==> config.mk <==
export PLATFORM = sky130hd
export DESIGN_NAME = ps2_mouse_rx
export DESIGN_NICKNAME = d
export VERILOG_FILES = /design/src/rtl/ps2_mouse_rx.sv
export SDC_FILE = /design/constraint.sdc
export NUM_CORES = 1
export LEC_CHECK = 0
export CAP_MARGIN = 5
export CORE_ASPECT_RATIO = 0.8
export CORE_UTILIZATION = 42
export CTS_CLUSTER_DIAMETER = 100
export CTS_CLUSTER_SIZE = 14
export DETAILED_ROUTE_END_ITERATION = 6
export PLACE_DENSITY = 0.6
export SKIP_LAST_GASP = 1
export SYNTH_ARGS = -nofsm -noshare
export SYNTH_HDL_FRONTEND = slang
export SYNTH_SLANG_ARGS = --single-unit
==> constraint.sdc <==
create_clock -name clk_sys -period 4.2 [get_ports clk_sys]
set_input_delay 0.84 -clock clk_sys [delete_from_list [all_inputs] [get_ports clk_sys]]
set_output_delay 0.84 -clock clk_sys [all_outputs]
set_load 0.02 [all_outputs]
==> src/rtl/ps2_mouse_rx.sv <==
// PS/2 mouse receiver: conditions the raw PS/2 pins, deserialises 11-bit frames
// and assembles three checked bytes into one 24-bit mouse packet.
module ps2_mouse_rx #(
    parameter int FILTER_LEN     = 8,
    parameter int TIMEOUT_CYCLES = 100000
) (
    input  logic        clk_sys,
    input  logic        rst,
    input  logic        ps2_clk,
    input  logic        ps2_data,
    output logic        rd_vld,
    output logic [23:0] rd_data,
    output logic        err_parity,
    output logic        err_frame
);

    localparam int WD_W = (TIMEOUT_CYCLES > 2) ? $clog2(TIMEOUT_CYCLES) : 1;
    localparam logic [WD_W-1:0] WD_MAX = WD_W'(TIMEOUT_CYCLES - 1);

    typedef enum logic [1:0] {IDLE, DATA, PARITY, STOP} state_t;

    // Index 0 carries ps2_clk, index 1 carries ps2_data.
    logic [1:0] pins;
    logic [1:0] sync_meta_reg;
    logic [1:0] sync_reg;

    assign pins = {ps2_data, ps2_clk};

    generate
        for (genvar gi = 0; gi < 2; gi++) begin : g_sync
            always_ff @(posedge clk_sys or posedge rst) begin
                if (rst) begin
                    sync_meta_reg[gi] <= 1'b1;
                    sync_reg[gi]      <= 1'b1;
                end else begin
                    sync_meta_reg[gi] <= pins[gi];
                    sync_reg[gi]      <= sync_meta_reg[gi];
                end
            end
        end
    endgenerate

    // The filter window is the stored history plus the incoming sample, so the
    // level can settle in the same edge that completes a run of equal samples.
    logic [FILTER_LEN-2:0] filt_reg;
    logic [FILTER_LEN-1:0] filt_window;
    logic                  level_reg, level_next, level_d_reg;
    logic                  fall_stb;
    logic                  din;

    assign filt_window = {filt_reg, sync_reg[0]};
    assign din         = sync_reg[1];
    assign fall_stb    = level_d_reg & ~level_reg;

    always_comb begin
        level_next = level_reg;
        if (filt_window == '0)
            level_next = 1'b0;
        else if (&filt_window)
            level_next = 1'b1;
    end

    always_ff @(posedge clk_sys or posedge rst) begin
        if (rst) begin
            filt_reg    <= '1;
            level_reg   <= 1'b1;
            level_d_reg <= 1'b1;
        end else begin
            filt_reg    <= filt_window[FILTER_LEN-2:0];
            level_reg   <= level_next;
            level_d_reg <= level_reg;
        end
    end

    state_t           state_reg, state_next;
    logic [2:0]       bit_cnt_reg, bit_cnt_next;
    logic [7:0]       shift_reg, shift_next;
    logic             parity_reg, parity_next;
    logic [1:0]       idx_reg, idx_next;
    logic [7:0]       byte0_reg, byte0_next;
    logic [7:0]       byte1_reg, byte1_next;
    logic [23:0]      rd_data_reg, rd_data_next;
    logic             rd_vld_reg, rd_vld_next;
    logic             err_parity_reg, err_parity_next;
    logic             err_frame_reg, err_frame_next;
    logic [WD_W-1:0]  wd_cnt_reg, wd_cnt_next;
    logic             byte_stb;
    logic             busy;
    logic             timeout;

    assign busy    = (state_reg != IDLE) || (idx_reg != 2'd0);
    assign timeout = (wd_cnt_reg == WD_MAX);

    always_comb begin
        state_next      = state_reg;
        bit_cnt_next    = bit_cnt_reg;
        shift_next      = shift_reg;
        parity_next     = parity_reg;
        idx_next        = idx_reg;
        byte0_next      = byte0_reg;
        byte1_next      = byte1_reg;
        rd_data_next    = rd_data_reg;
        rd_vld_next     = 1'b0;
        err_parity_next = 1'b0;
        err_frame_next  = 1'b0;
        wd_cnt_next     = '0;
        byte_stb        = 1'b0;

        if (timeout) begin
            // A coincident clock edge is deliberately discarded here.
            state_next     = IDLE;
            idx_next       = 2'd0;
            err_frame_next = 1'b1;
        end else begin
            if (!fall_stb && busy)
                wd_cnt_next = wd_cnt_reg + 1'b1;

            if (fall_stb) begin
                case (state_reg)
                    IDLE: begin
                        if (!din) begin
                            state_next   = DATA;
                            bit_cnt_next = 3'd0;
                        end
                    end
                    DATA: begin
                        shift_next   = {din, shift_reg[7:1]};
                        bit_cnt_next = bit_cnt_reg + 3'd1;
                        if (bit_cnt_reg == 3'd7)
                            state_next = PARITY;
                    end
                    PARITY: begin
                        parity_next = din;
                        state_next  = STOP;
                    end
                    STOP: begin
                        state_next = IDLE;
                        if (!din) begin
                            err_frame_next = 1'b1;
                            idx_next       = 2'd0;
                        end else if (^{shift_reg, parity_reg} != 1'b1) begin
                            err_parity_next = 1'b1;
                            idx_next        = 2'd0;
                        end else begin
                            byte_stb = 1'b1;
                        end
                    end
                    default: state_next = IDLE;
                endcase
            end

            if (byte_stb) begin
                case (idx_reg)
                    2'd0: begin
                        // Bit 3 of a mouse status byte is always 1; use it to resync.
                        if (shift_reg[3]) begin
                            byte0_next = shift_reg;
                            idx_next   = 2'd1;
                        end else begin
                            err_frame_next = 1'b1;
                        end
                    end
                    2'd1: begin
                        byte1_next = shift_reg;
                        idx_next   = 2'd2;
                    end
                    2'd2: begin
                        rd_data_next = {shift_reg, byte1_reg, byte0_reg};
                        rd_vld_next  = 1'b1;
                        idx_next     = 2'd0;
                    end
                    default: idx_next = 2'd0;
                endcase
            end
        end
    end

    always_ff @(posedge clk_sys or posedge rst) begin
        if (rst) begin
            state_reg      <= IDLE;
            bit_cnt_reg    <= 3'd0;
            shift_reg      <= 8'h00;
            parity_reg     <= 1'b0;
            idx_reg        <= 2'd0;
            byte0_reg      <= 8'h00;
            byte1_reg      <= 8'h00;
            rd_data_reg    <= 24'h000000;
            rd_vld_reg     <= 1'b0;
            err_parity_reg <= 1'b0;
            err_frame_reg  <= 1'b0;
            wd_cnt_reg     <= '0;
        end else begin
            state_reg      <= state_next;
            bit_cnt_reg    <= bit_cnt_next;
            shift_reg      <= shift_next;
            parity_reg     <= parity_next;
            idx_reg        <= idx_next;
            byte0_reg      <= byte0_next;
            byte1_reg      <= byte1_next;
            rd_data_reg    <= rd_data_next;
            rd_vld_reg     <= rd_vld_next;
            err_parity_reg <= err_parity_next;
            err_frame_reg  <= err_frame_next;
            wd_cnt_reg     <= wd_cnt_next;
        end
    end

    assign rd_vld     = rd_vld_reg;
    assign rd_data    = rd_data_reg;
    assign err_parity = err_parity_reg;
    assign err_frame  = err_frame_reg;

endmodule

==> results.cfg, run 1 <==
[clock_tree]
post_cts_resized = 0
post_cts_buffers = 0
ctsHtreeMaxLevel = 3
clockBufferDepth = 2
cts_root_buf = clkbuf_8
clk_pin_slew_ns = 0.10
cts_buffers = 9
clock_latency_ns = 0.36
cts_tree = built
hold_buffers = 0
clock_sinks = 89

[critical_path]
cp_max_fo = 25
start_kind = register
ff2ff_setup_slack_ns = 1.54
worstSetupPathType = register to register
end_kind = register
r2r_start = wd_cnt_reg[0]$_DFF_PP0_
reg2regPathDepth = 6
r2r_end = rd_data[11]$_DFFE_PP0P_
crit_required_ns = 4.44
worstPathArrival_ns = 2.90

[pwr]
switching_share = 0.235
comb_power_share = 0.030
p_sw_w = 0.000359
p_leak_nw = 2.14
seqPwrFrac = 0.574
p_per_area_mw_per_mm2 = 348
finalPower_w = 0.00153
p_clk_frac = 0.396
internal-power_w = 0.00117
ir_drop_mv = 0.161

[grt]
grt_max_degree = 41
grt_pass1_wl_mm = 10.4
first_global_vias = 2014
antenna_found_initial = 0
grtUsageTotal = 0.148
gr-total-overflow = 0

[placement]
place_inst = 407
gp_congestion = 0.758
hpwl_mm = 4.13
io_buffers = 30

[sta]
holdWs_ns = 0.359
slew_headroom = 0.576
fin_skew_ns = 0.0102
rsz0062_at_grt = no
period_share = 0.633
slew_viol_final = 0
tns_ns = 0
finalHoldViolCount = 0
setup_viol = 0
max_freq_ghz = 0.376
tightest_slew_ns = 0.635
fin_crit_ns = 2.66

[synthesis]
synthCells = 269
synth-main-ff-cell = dfrtp_1
synth.distinct_cells = 41
synth_edf_count = 0
synth_area_per_cell_um2 = 14.0
yosysTopAreaCell = dfrtp_1
syn_area_mm2 = 0.00376
synth_area_leaders = dfrtp_1, dfstp_2, mux2_2
ys_seq_elements = 89
yosys_warnings = 0
ys_seq_area_frac = 0.596
synth.net_count = 281
synth_top_area_frac = 0.505
async_flop_share = 1.00

[routing]
drtPass1Iterations = 4
ant_nets = 0
wl_per_cell_um = 14.4
drc = 0
drt_wl_total_mm = 6.07
vias = 2075
drt_iter0_markers = 62
vias_per_cell = 4.91

[worst_hold_path]
hold_class = register to register
holdPathStages = 0
worstHoldStart = sync_meta_reg[0]$_DFF_PP1_
holdPathEnd = filt_window[0]$_DFF_PP1_

[floorplanning]
io_pins = 31
coreArea_mm2 = 0.00860
die_w_um = 108
design.die.area_mm2 = 0.00934
start_util = 0.438
num_rows = 30
die_y_um = 86.7

[run_status]
status = finished, final reports clean

[cells_and_area]
mostFrequentLayoutCells = dfrtp_1, clkdlybuf4s50_1, mux2_2
final_cells = 423
largest_reg_flops = 24
final_common_cell = dfrtp_1
diodes = 0
postLayoutCoreUtil = 0.510
area_delta_synth_final_pct = 16.6
drive_gt1_frac = 0.280
final_nets = 318

[run]
cap_violations = 0
## power by group through the flow
stage	Sequential (W)	Clock (W)	Combinational, W
2_1_floorplan	0.000892	0	0.0000330
3_3_place_gp	0.000894	0	0.0000478
3_5_place_dp	0.000894	0	0.0000479
4_1_cts	0.000878	0.000634	0.0000479
5_1_grt	0.000880	0.000673	0.0000539
6_report	0.000878	0.000605	0.0000459
## routing by layer
layer  global-route usage  vias up  wire [um]
met5                    0        -          0
met4               0.0448        0         71
met3               0.0541        8        187
met2                0.208       26       2680
met1                0.213     1017       3130
li1                     -     1024          -
## synth_stat cells, drive strengths merged (5+ instances only)
library cell and n:
and4 5, a21oi 5, dfstp 13, nand3 10, inv 6, nor2 19
nand4 6, mux2 48, dfrtp 76, xnor2 8, xor2 11, nand2 15
ha 8
## cells by family after synthesis
group / share of synthesized area
adders and majority gates: 0.0266
DFF: 0.596
and+or+nand+nor: 0.111
AOI/OAI and AO/OA: 0.0243
muxes: 0.168
buffers and inverters: 0.0183
xor gates and xnor gates: 0.0555
## final cells by class
class                           instances  area (um2)
Fill cell                             758        4210
Inverter                                6        23.8
Tap cell                              112         140
Clock buffer                            9         124
Timing Repair Buffer                   33         323
Sequential cell                        89        2240
Multi-Input combinational cell        167        1450
Clock inverter                          7        83.8
## how the worst max path moves through the flow
stage,slack (ns),end,startpoint,cells after the start
after floorplan,1.07,bit_cnt_reg[0]$_DFFE_PP0P_,rst,1
after global placement,1.65,rd_data[7]$_DFFE_PP0P_,wd_cnt_reg[0]$_DFF_PP0_,6
after detailed placement,1.52,rd_data[11]$_DFFE_PP0P_,wd_cnt_reg[0]$_DFF_PP0_,6
after CTS,1.50,rd_data[11]$_DFFE_PP0P_,wd_cnt_reg[0]$_DFF_PP0_,6
after global routing,1.35,rd_data[11]$_DFFE_PP0P_,wd_cnt_reg[0]$_DFF_PP0_,6
final,1.54,rd_data[11]$_DFFE_PP0P_,wd_cnt_reg[0]$_DFF_PP0_,6
## critical path, stage by stage, from the launching register on
cell and delay [ns]:
dfrtp_1 0.42, ha_1 0.25, and4_1 0.28, and4_1 0.27
nor2_1 0.28, nand4b_4 0.54, mux2_4 0.49
## through the flow
stage	area [um2]	setup WS, ns
after global placement	4180	1.65
after detailed placement	4180	1.52
after floorplan	3760	1.07
after global routing	4390	1.35
after CTS	4390	1.50
final	4390	1.54
Power figures use the tool's default switching activity.
==> inputs of run 2 (changes only) <==
- PLACE_DENSITY: 0.6 -> 0.62
- clock period: 4.2 -> 2.4 ns (I/O delays scaled with it)
==> results.cfg, run 2 (synthesis gave the netlist of run 1 again) <==
[grt]
grt_pass1_wl_mm = 10.6
gr-total-overflow = 0
grt_max_degree = 46
grtUsageTotal = 0.152
first_global_vias = 2142
antenna_found_initial = 0

[clock_tree]
cts_tree = built
cts_root_buf = clkbuf_8
hold_buffers = 0
clock_latency_ns = 0.36
post_cts_buffers = 0
clock_sinks = 89
ctsHtreeMaxLevel = 3
clockBufferDepth = 2
cts_buffers = 9
clk_pin_slew_ns = 0.09

[cells_and_area]
fillers = 752
mostFrequentLayoutCells = dfrtp_1, clkdlybuf4s50_1, mux2_2
drive_gt1_frac = 0.312
postLayoutCoreUtil = 0.528
largest_reg_flops = 24
final_common_cell = dfrtp_1
multi_input_area_mm2 = 0.00145
fin_area_mm2 = 0.00454
final_nets = 331
ff_latch_area_mm2 = 0.00224
area_delta_synth_final_pct = 20.6
diodes = 0

[critical_path]
path_buf_inv = 0
slowest_stage = xnor3_2
ff2ff_setup_slack_ns = 0.14
worst_path_largest_cell_delay_ns = 0.49
reg2regPathDepth = 5
crit_chain = xnor2_1, xnor3_2, xnor2_4, and4_2, mux2_2
cp_max_fo = 9
start_kind = register
r2r_start = shift_reg[0]$_DFFE_PP0P_
worstPathArrival_ns = 2.52
r2r_end = byte0_reg[1]$_DFFE_PP0P_
end_kind = register
worstSetupPathType = register to register
path_delay_family = XOR/XNOR gates
crit_required_ns = 2.65

[floorplanning]
die_w_um = 108
start_util = 0.438
coreArea_mm2 = 0.00860
design.die.area_mm2 = 0.00934
num_rows = 30
io_pins = 31
die_y_um = 86.7

[pwr]
finalPower_w = 0.00268
p_leak_nw = 2.22
p_per_area_mw_per_mm2 = 590
ir_drop_mv = 0.356

[routing]
drt_iter0_markers = 96
ant_nets = 0
vias = 2187
highest-signal-layer = met4
drt_wl_total_mm = 6.17
drtPass1Iterations = 4
drc = 0
met2WireLength_mm = 2.73
wl_met1_mm = 3.15
met3WireLength_um = 220
wl_per_cell_um = 14.1
vias_per_cell = 5.02

[sta]
fin_skew_ns = 0.0133
holdWs_ns = 0.359
period_share = 0.942
slew_viol_final = 0
finalHoldViolCount = 0
slew_headroom = 0.654
rsz0062_at_grt = no
setup_viol = 0
tns_ns = 0
fin_crit_ns = 2.26
max_freq_ghz = 0.442
tightest_slew_ns = 0.517

[run_status]
status = finished, final reports clean

[worst_hold_path]
holdPathEnd = din$_DFF_PP1_
holdPathStages = 0
worstHoldStart = sync_meta_reg[1]$_DFF_PP1_
hold_class = register to register

[run]
cap_violations = 0

[placement]
io_buffers = 30
hpwl_mm = 4.34
placed_cell_area_mm2 = 0.00433
gp_congestion = 0.748
## run 2: how the worst max path moves through the flow
stage / cells after the start / from / to
finish: 5 / shift_reg[0]$_DFFE_PP0P_ / byte0_reg[1]$_DFFE_PP0P_
CTS: 5 / shift_reg[0]$_DFFE_PP0P_ / byte0_reg[1]$_DFFE_PP0P_
global route: 5 / shift_reg[0]$_DFFE_PP0P_ / byte0_reg[1]$_DFFE_PP0P_
detailed placement: 5 / shift_reg[0]$_DFFE_PP0P_ / byte0_reg[1]$_DFFE_PP0P_
floorplan: 8 / wd_cnt_reg[0]$_DFF_PP0_ / rd_data[10]$_DFFE_PP0P_
global placement: 5 / shift_reg[0]$_DFFE_PP0P_ / byte0_reg[0]$_DFFE_PP0P_
## run 2: power breakdown
part	internal, W	switching, W
sequential	0.00152	0.0000132
combinational	0.0000263	0.0000610
clock	0.000497	0.000554
## run 2: cell type report
| cell class | count | share of cell area |
|---|---|---|
| clock inverter | 7 | 0.0179 |
| sequential | 89 | 0.494 |
| timing repair buffer | 46 | 0.104 |
| multi-input combinational | 167 | 0.320 |
| clock buffer | 9 | 0.0273 |
| tap | 112 | 0.0309 |
| inverter | 6 | 0.00579 |
## run 2: repair_timing
action                     CTS  global route
gates resized for setup      0             1
setup endpoints to repair    0             7
hold endpoints to repair     0             0
## run 2: stage by stage
stage / setup slack (ns) / cells
2_1_floorplan: 0.201 / 269
3_3_place_gp: 0.0725 / 420
3_5_place_dp: 0.0447 / 420
4_1_cts: 0.0107 / 436
5_1_grt: 0.00420 / 436
6_report: 0.139 / 436
## run 2: per-layer routing
metal | track usage | up-vias
met5 | 0 | -
met4 | 0.0598 | 0
met3 | 0.0474 | 5
met2 | 0.219 | 30
met1 | 0.214 | 1098
li1 | - | 1054
